`config.mk`:
```
export PLATFORM = sky130hd
export DESIGN_NAME = iq_stream_packer
export DESIGN_NICKNAME = d
export VERILOG_FILES = /design/src/rtl/iq_stream_packer.sv
export SDC_FILE = /design/constraint.sdc
export NUM_CORES = 1
export LEC_CHECK = 0
export BUFFER_PORTS_ARGS = -buffer_cell sky130_fd_sc_hd__buf_2
export CORE_UTILIZATION = 59
export CTS_CLUSTER_DIAMETER = 60
export DETAILED_ROUTE_END_ITERATION = 10
export PLACE_DENSITY = 0.9
export SYNTH_ARGS = -nofsm -noshare
export SYNTH_HDL_FRONTEND = slang
export SYNTH_SLANG_ARGS = --single-unit
```
`constraint.sdc`:
```
create_clock -name Sclk -period 6.5 [get_ports Sclk]
set_clock_uncertainty 0.1 [all_clocks]
set_input_delay 0.325 -clock Sclk [delete_from_list [all_inputs] [get_ports Sclk]]
set_output_delay 0.325 -clock Sclk [all_outputs]
set_load 0.02 [all_outputs]
```
`src/rtl/iq_stream_packer.sv`:
```
// Purpose : decimates receive I/Q samples and packs them into 32-bit words for the stream-to-AXI bridge.
// Latency : one Sclk cycle from an accepted sample (or the FLUSH cycle) to the Ien pulse.
// Backpressure: none; the bridge must take every Ien pulse, and rx samples are never stalled.
//
// Ports:
//   Sclk, rst            stream clock, asynchronous active-low reset
//   arm, stop            level-sampled capture start / stop requests
//   mode, dec            packing mode and decimation ratio minus one, latched on arm
//   rx_valid, rx_i, rx_q signed I/Q sample stream from the RF front-end
//   Sin, Ien             packed word and its one-cycle valid strobe
//   sync                 one-cycle pulse while a new capture is being set up
//   busy                 high while a capture is in SYNC, RUN or FLUSH
//   wcnt                 words emitted since the last sync
module iq_stream_packer #(
    parameter int IQW = 12
) (
    input  logic           Sclk,
    input  logic           rst,
    input  logic           arm,
    input  logic           stop,
    input  logic           mode,
    input  logic [7:0]     dec,
    input  logic           rx_valid,
    input  logic [IQW-1:0] rx_i,
    input  logic [IQW-1:0] rx_q,
    output logic [31:0]    Sin,
    output logic           Ien,
    output logic           sync,
    output logic           busy,
    output logic [31:0]    wcnt
);

    localparam logic [1:0] S_IDLE  = 2'd0;
    localparam logic [1:0] S_SYNC  = 2'd1;
    localparam logic [1:0] S_RUN   = 2'd2;
    localparam logic [1:0] S_FLUSH = 2'd3;

    logic [1:0]  state_q, state_d;
    logic        mode_q,  mode_d;
    logic [7:0]  dec_q,   dec_d;
    logic [7:0]  cnt_q,   cnt_d;
    logic        half_q,  half_d;
    logic [15:0] hold_q,  hold_d;
    logic [31:0] sin_q,   sin_d;
    logic        ien_q,   ien_d;
    logic [31:0] wcnt_q,  wcnt_d;

    logic [15:0] i_ext;
    logic [15:0] q_ext;
    logic [15:0] b_cur;
    logic        accept;

    // Full-precision samples are sign-extended to 16 bits; the truncated form keeps the top byte of each.
    assign i_ext  = 16'($signed(rx_i));
    assign q_ext  = 16'($signed(rx_q));
    assign b_cur  = {rx_q[IQW-1 -: 8], rx_i[IQW-1 -: 8]};
    assign accept = (state_q == S_RUN) && rx_valid && (cnt_q == 8'd0);

    always_comb begin
        state_d = state_q;
        mode_d  = mode_q;
        dec_d   = dec_q;
        cnt_d   = cnt_q;
        half_d  = half_q;
        hold_d  = hold_q;
        sin_d   = sin_q;
        ien_d   = 1'b0;
        wcnt_d  = wcnt_q;

        case (state_q)
            S_IDLE: begin
                // stop has priority over arm
                if (arm && !stop) begin
                    state_d = S_SYNC;
                    mode_d  = mode;
                    dec_d   = dec;
                end
            end

            S_SYNC: begin
                cnt_d   = 8'd0;
                half_d  = 1'b0;
                wcnt_d  = 32'd0;
                state_d = stop ? S_IDLE : S_RUN;
            end

            S_RUN: begin
                // Counter only moves on valid samples; zero means "take this one".
                if (rx_valid) begin
                    if (cnt_q == 8'd0) begin
                        cnt_d = dec_q;
                    end else begin
                        cnt_d = cnt_q - 8'd1;
                    end
                end

                if (accept) begin
                    if (!mode_q) begin
                        sin_d = {q_ext, i_ext};
                        ien_d = 1'b1;
                    end else if (!half_q) begin
                        hold_d = b_cur;
                        half_d = 1'b1;
                    end else begin
                        sin_d  = {b_cur, hold_q};
                        ien_d  = 1'b1;
                        half_d = 1'b0;
                    end
                end

                // Decide on the half flag as updated by this cycle's sample, so a
                // sample that completes a word alongside stop skips the flush.
                if (stop) begin
                    state_d = (mode_q && half_d) ? S_FLUSH : S_IDLE;
                end
            end

            S_FLUSH: begin
                sin_d   = {16'h0000, hold_q};
                ien_d   = 1'b1;
                half_d  = 1'b0;
                state_d = S_IDLE;
            end

            default: begin
                state_d = S_IDLE;
            end
        endcase

        // Count the word in the same edge that raises Ien so wcnt tracks the pulses seen.
        if (ien_d) begin
            wcnt_d = wcnt_q + 32'd1;
        end
    end

    always_ff @(posedge Sclk or negedge rst) begin
        if (!rst) begin
            state_q <= S_IDLE;
            mode_q  <= 1'b0;
            dec_q   <= 8'd0;
            cnt_q   <= 8'd0;
            half_q  <= 1'b0;
            hold_q  <= 16'd0;
            sin_q   <= 32'd0;
            ien_q   <= 1'b0;
            wcnt_q  <= 32'd0;
        end else begin
            state_q <= state_d;
            mode_q  <= mode_d;
            dec_q   <= dec_d;
            cnt_q   <= cnt_d;
            half_q  <= half_d;
            hold_q  <= hold_d;
            sin_q   <= sin_d;
            ien_q   <= ien_d;
            wcnt_q  <= wcnt_d;
        end
    end

    assign Sin  = sin_q;
    assign Ien  = ien_q;
    assign wcnt = wcnt_q;
    assign sync = (state_q == S_SYNC);
    assign busy = (state_q != S_IDLE);

endmodule

```
Word-level counts from Yosys, hierarchy flattened
Cells that the tools add are included.
{"block": "word_totals", "register_bits": 101, "output_inout_bits": 67, "wordCells": 61}
{"block": "classes", "addsub": 2, "eq_ne": 8, "mux": 23, "bitwise_logic": 1, "n_reduce_logical": 18}
{"cell": "$mux 32", "count": 5}
{"cell": "$pmux 32 s2", "count": 1}
{"cell": "$add 32x1->32 const B", "count": 1}
{"cell": "$mux 8", "count": 2}
{"cell": "$pmux 8 s2", "count": 1}
{"cell": "$reduce_bool 2->1", "count": 5}
{"cell": "$logic_not 8->1", "count": 1}
{"cell": "$mux 2", "count": 4}
{"cell": "$ne 2x2->1 const B", "count": 4}
{"cell": "$pmux 2 s4", "count": 1}
{"cell": "$sub 8x1->8 const B", "count": 1}
{"cell": "$mux 1", "count": 7}
{"cell": "$reduce_and 2->1", "count": 3}
{"cell": "$eq 2x2->1 const B", "count": 2}
{"cell": "$logic_and 1x1->1", "count": 4}
{"cell": "$pmux 1 s2", "count": 2}
{"cell": "$reduce_and 4->1", "count": 1}
{"cell": "$ne 3x3->1 const B", "count": 1}
{"cell": "$reduce_and 3->1", "count": 1}
{"cell": "$eq 2x1->1 const B", "count": 1}
{"cell": "$logic_not 2->1", "count": 1}
{"cell": "$reduce_or 2->1", "count": 1}
{"cell": "$logic_not 1->1", "count": 1}
{"cell": "$not 1->1", "count": 1}

Depth between registers and ports, before layout
{"block": "depth", "ltp_word": 9, "ltp_mapped": 10, "depth_no_buf": 8}

Worst setup path before layout
OpenSTA, ideal clock, no wires.
{"block": "synth_path", "kind": "register to register", "start": "reg cnt_q[0]", "end": "reg wcnt_q[28] (netlist: wcnt[28])", "arrival_time_ps": 2253, "required_time_ps": 6266, "slack_ps": 4013, "stages_incl_launch_ff": 11, "path_buffers": 3, "period_less_slack_ps": 2487, "cell_sequence": "dfrtp_1 > inv_1 > ha_1 > or4b_4 > buf_6 > nor4_4 > buf_6 > o211ai_4 > buf_6 > o211ai_2 > o31ai_2"}
{"block": "synth_via", "elab_chain_cells": 5}
{"element": "start, declared", "line_no": "41", "rtl": "logic [7:0] cnt_q, cnt_d;"}
{"element": "start signal, assigned", "line_no": "151", "rtl": "cnt_q <= cnt_d;"}
{"element": "$logic_not 8->1 (*)", "line_no": "57", "rtl": "assign accept = (state_q == S_RUN) && rx_valid && (cnt_q == 8'd0);"}
{"element": "$logic_and 1x1->1 (*)", "line_no": "57"}
{"element": "$mux 1 (*)", "line_no": "97", "rtl": "if (accept) begin"}
{"element": "$pmux 1 s2 (*)", "line_no": "70", "rtl": "case (state_q)"}
{"element": "$mux 32 or $reduce_bool 2->1 (tied branches)"}
{"element": "end signal, assigned", "line_no": "156", "rtl": "wcnt_q <= wcnt_d;"}
{"element": "end, declared", "line_no": "46", "rtl": "logic [31:0] wcnt_q, wcnt_d;"}
Every way passes the cells marked *; elsewhere a longest branch is shown, timed or not.
A chain may end at the register's enable or synchronous reset.

Worst setup path after layout
{"block": "layout_path", "start": "reg cnt_q[0]", "end": "reg cnt_q[3]"}
{"block": "layout_via", "elab_chain_cells": 4}
{"element": "$sub 8x1->8 or $logic_not 8->1 (tied branches)", "line_no": "93, 90"}
{"element": "$mux 8 (*)", "line_no": "90", "rtl": "if (cnt_q == 8'd0) begin"}
{"element": "$mux 8 (*)", "line_no": "89", "rtl": "if (rx_valid) begin"}
{"element": "$pmux 8 s2 (*)", "line_no": "70"}
Every way passes the cells marked *; elsewhere a longest branch is shown, timed or not. The select of a mux whose other input is x is not followed.

==> flow_summary.json <==
{
  "utilization_pct": 71.3,
  "drt_wl_total_um": 10900,
  "ys_seq_area_share_pct": 52.6,
  "dp_hpwl_um": 7700,
  "whs_ns": 0.0851,
  "crit_type": "register to register",
  "routedWlPerCell_um": 16.8,
  "syn_avg_cell_area_um2": 10.8,
  "synth_async_sr_flop_share_pct": 100,
  "die_y_um": 92.2,
  "gr-total-overflow": 0,
  "critPathRequiredTime_ns": 6.62,
  "finalCriticalPeriod_ns": 3.00,
  "core-area_um2": 7810,
  "grt_pass1_wl_um": 17700,
  "tns_ns": 0,
  "p_sw_share_pct": 38.3,
  "crit_path_start_kind": "register",
  "slowest_stage": "nor3_1",
  "dieArea_um2": 8510,
  "slew-limit-headroom_pct": 15.2,
  "fmax_mhz": 333,
  "htreeDepth": 3,
  "netlist_top_cells_area": "dfrtp_1, mux2i_1, mux2_2, o21ai_0, nand2_1",
  "comb_power_share_pct": 34.9,
  "cp.arrival_ns": 3.12,
  "crit_buf_inv": 1,
  "powerDensity_nw_per_um2": 353,
  "post-cts-setup-buffer-count": 0,
  "drtAntennaViolNets": 0,
  "fin_nets": 580,
  "maxCapViolCount": 0,
  "vias_per_cell": 6.09,
  "finalMaxSlewViolations": 0,
  "start_util_pct": 61.5,
  "ys_types": 52,
  "cp_cell_sequence": "inv_1 > ha_1 > or4b_4 > nor3_1 > nor3_1 > o21ai_0 > o21ai_0",
  "synth_enable_flop_cells": 0,
  "synth_ff_type": "dfrtp_1",
  "crit_family": "simple AND/OR/NAND/NOR gates",
  "drive_above_1_share_pct": 32.2,
  "clk_latency_ns": 0.37,
  "p_leak_uw": 0.00266,
  "port_buffers": 104,
  "hold_viol_final": 0,
  "synthTopCellsByCount": "dfrtp_1, nand2_1, o21ai_0",
  "internal_power_uw": 1210,
  "cts_made_buffers": 9,
  "final.period_utilization_pct": 46.1,
  "pin_count": 105,
  "tightest_slew_ns": 1.26,
  "peakVddDrop_mv": 0.222,
  "insertedDiodeCount": 0,
  "yosys.area.top_type": "dfrtp_1",
  "syn_nets": 484,
  "first_global_vias": 3743,
  "syn_inst": 443,
  "yosysMostFrequentCell": "dfrtp_1",
  "yosysWarnings": 0,
  "vias": 3932,
  "gp_congestion": 0.819,
  "firstDrtPassIters": 4,
  "die_x_um": 92.2,
  "p_clk_share_pct": 19.1,
  "syn_area_um2": 4800,
  "switchingPower_uw": 753,
  "cts_resized": 0,
  "clock_path_buffers": 2,
  "total_power_uw": 1960,
  "p_seq_share_pct": 46.0,
  "area_growth_pct": 15.8,
  "synth.ff_latch_count": 101,
  "antenna_found_initial": 0,
  "holdBufCountCts": 1,
  "synth_top_area_share_pct": 52.6,
  "setup_viol": 0,
  "path_clk_slew_ns": 0.09,
  "outcome": "complete, no violations",
  "critPathMaxStageDelay_ns": 1.03,
  "critical_path_peak_fanout": 13,
  "grtUsageTotal_pct": 26.5,
  "reg2regPathDepth": 7,
  "cts_tree": "built",
  "rows": 32,
  "initialDrtViolationCount": 222,
  "cts.sinks": 101,
  "rsz0062_at_grt": "no",
  "route.detailed.drc": 0,
  "hold_path_class": "input pin to register",
  "root_buffer": "clkbuf_8",
  "end_kind": "register",
  "grt_max_degree": 59,
  "min_path_cells": 2,
  "cp.depth": 7
}
state kept, by name (all words and copies together) (netlist names):
signal   count
mode_q       1
hold_q      16
half_q       1
state_q      2
Sin         32
Ien          1
dec_q        8
cnt_q        8
wcnt        32
metrics by stage:
step / std cells / setup slack (ns) / instance area [um^2]
floorplan: 443 / 4.01 / 4800
global placement: 629 / 3.81 / 5370
detailed placement: 629 / 3.62 / 5370
CTS: 646 / 3.57 / 5560
global route: 646 / 3.24 / 5560
finish: 646 / 3.50 / 5560
cells by family (layout without fill, tap and decap cells):
family,count (synthesis),after routing,synth area share [%]
buf+inv,34,135,3.28
compound gates,115,115,16.6
mux,54,54,11.9
fa+ha+maj,3,3,0.782
flops,101,101,52.6
simple gates,136,136,14.8
routing by layer:
| layer | part of all wire [%] | track usage (%) | vias to the layer above |
|---|---|---|---|
| met3 | 5.2 | 4.81 | 18 |
| li1 | - | - | 1827 |
| met4 | 1.8 | 9.11 | 0 |
| met2 | 50 | 43.7 | 131 |
| met5 | 0 | 0 | - |
| met1 | 43 | 35.4 | 1956 |
placed cells by master (no fill, tap or decap), drive strengths merged, types with 4 or more instances in the layout:
cell,Yosys,routed
dfrtp,101,101
inv,9,11
a21oi,17,17
nor2,27,27
clkbuf,14,10
mux2,24,24
nand3,19,19
mux2i,30,30
nor3,12,12
nand4,8,8
o21ai,40,40
a211oi,12,12
o2111ai,4,4
nand2,46,46
o31ai,16,16
buf,11,109
o211ai,18,18
final timing paths:
| check | from | endpoint | slack [ns] |
|---|---|---|---|
| max in group asynchronous | rst | hold_q[14] | 4.78 |
| max reg2reg | cnt_q[0] | cnt_q[3] | 3.50 |
| min reg2reg | Sin[14] | Sin[14] | 0.38 |
| min in group asynchronous | rst | wcnt[31] | 0.37 |
| min | dec[1] | dec_q[1] | 0.09 |
| max | cnt_q[0] | cnt_q[3] | 3.50 |
final cells by class:
type	instances	area [um^2]
inverters	9	33.8
clock inverters	6	46.3
flip-flops and latches	101	2530
multi-input cells	308	2120
well taps	102	128
repair buffers	110	571
fillers	583	2240
clock buffers	10	138
power by group through the flow:
| stage | sequential [uW] | combinational [uW] | clock, uW |
|---|---|---|---|
| finish | 904 | 685 | 376 |
| global route | 922 | 755 | 408 |
| CTS | 902 | 688 | 378 |
| detailed placement | 915 | 683 | 0 |
| global placement | 900 | 646 | 0 |
| floorplan | 973 | 428 | 0 |
(Power assumes the default switching activity.)
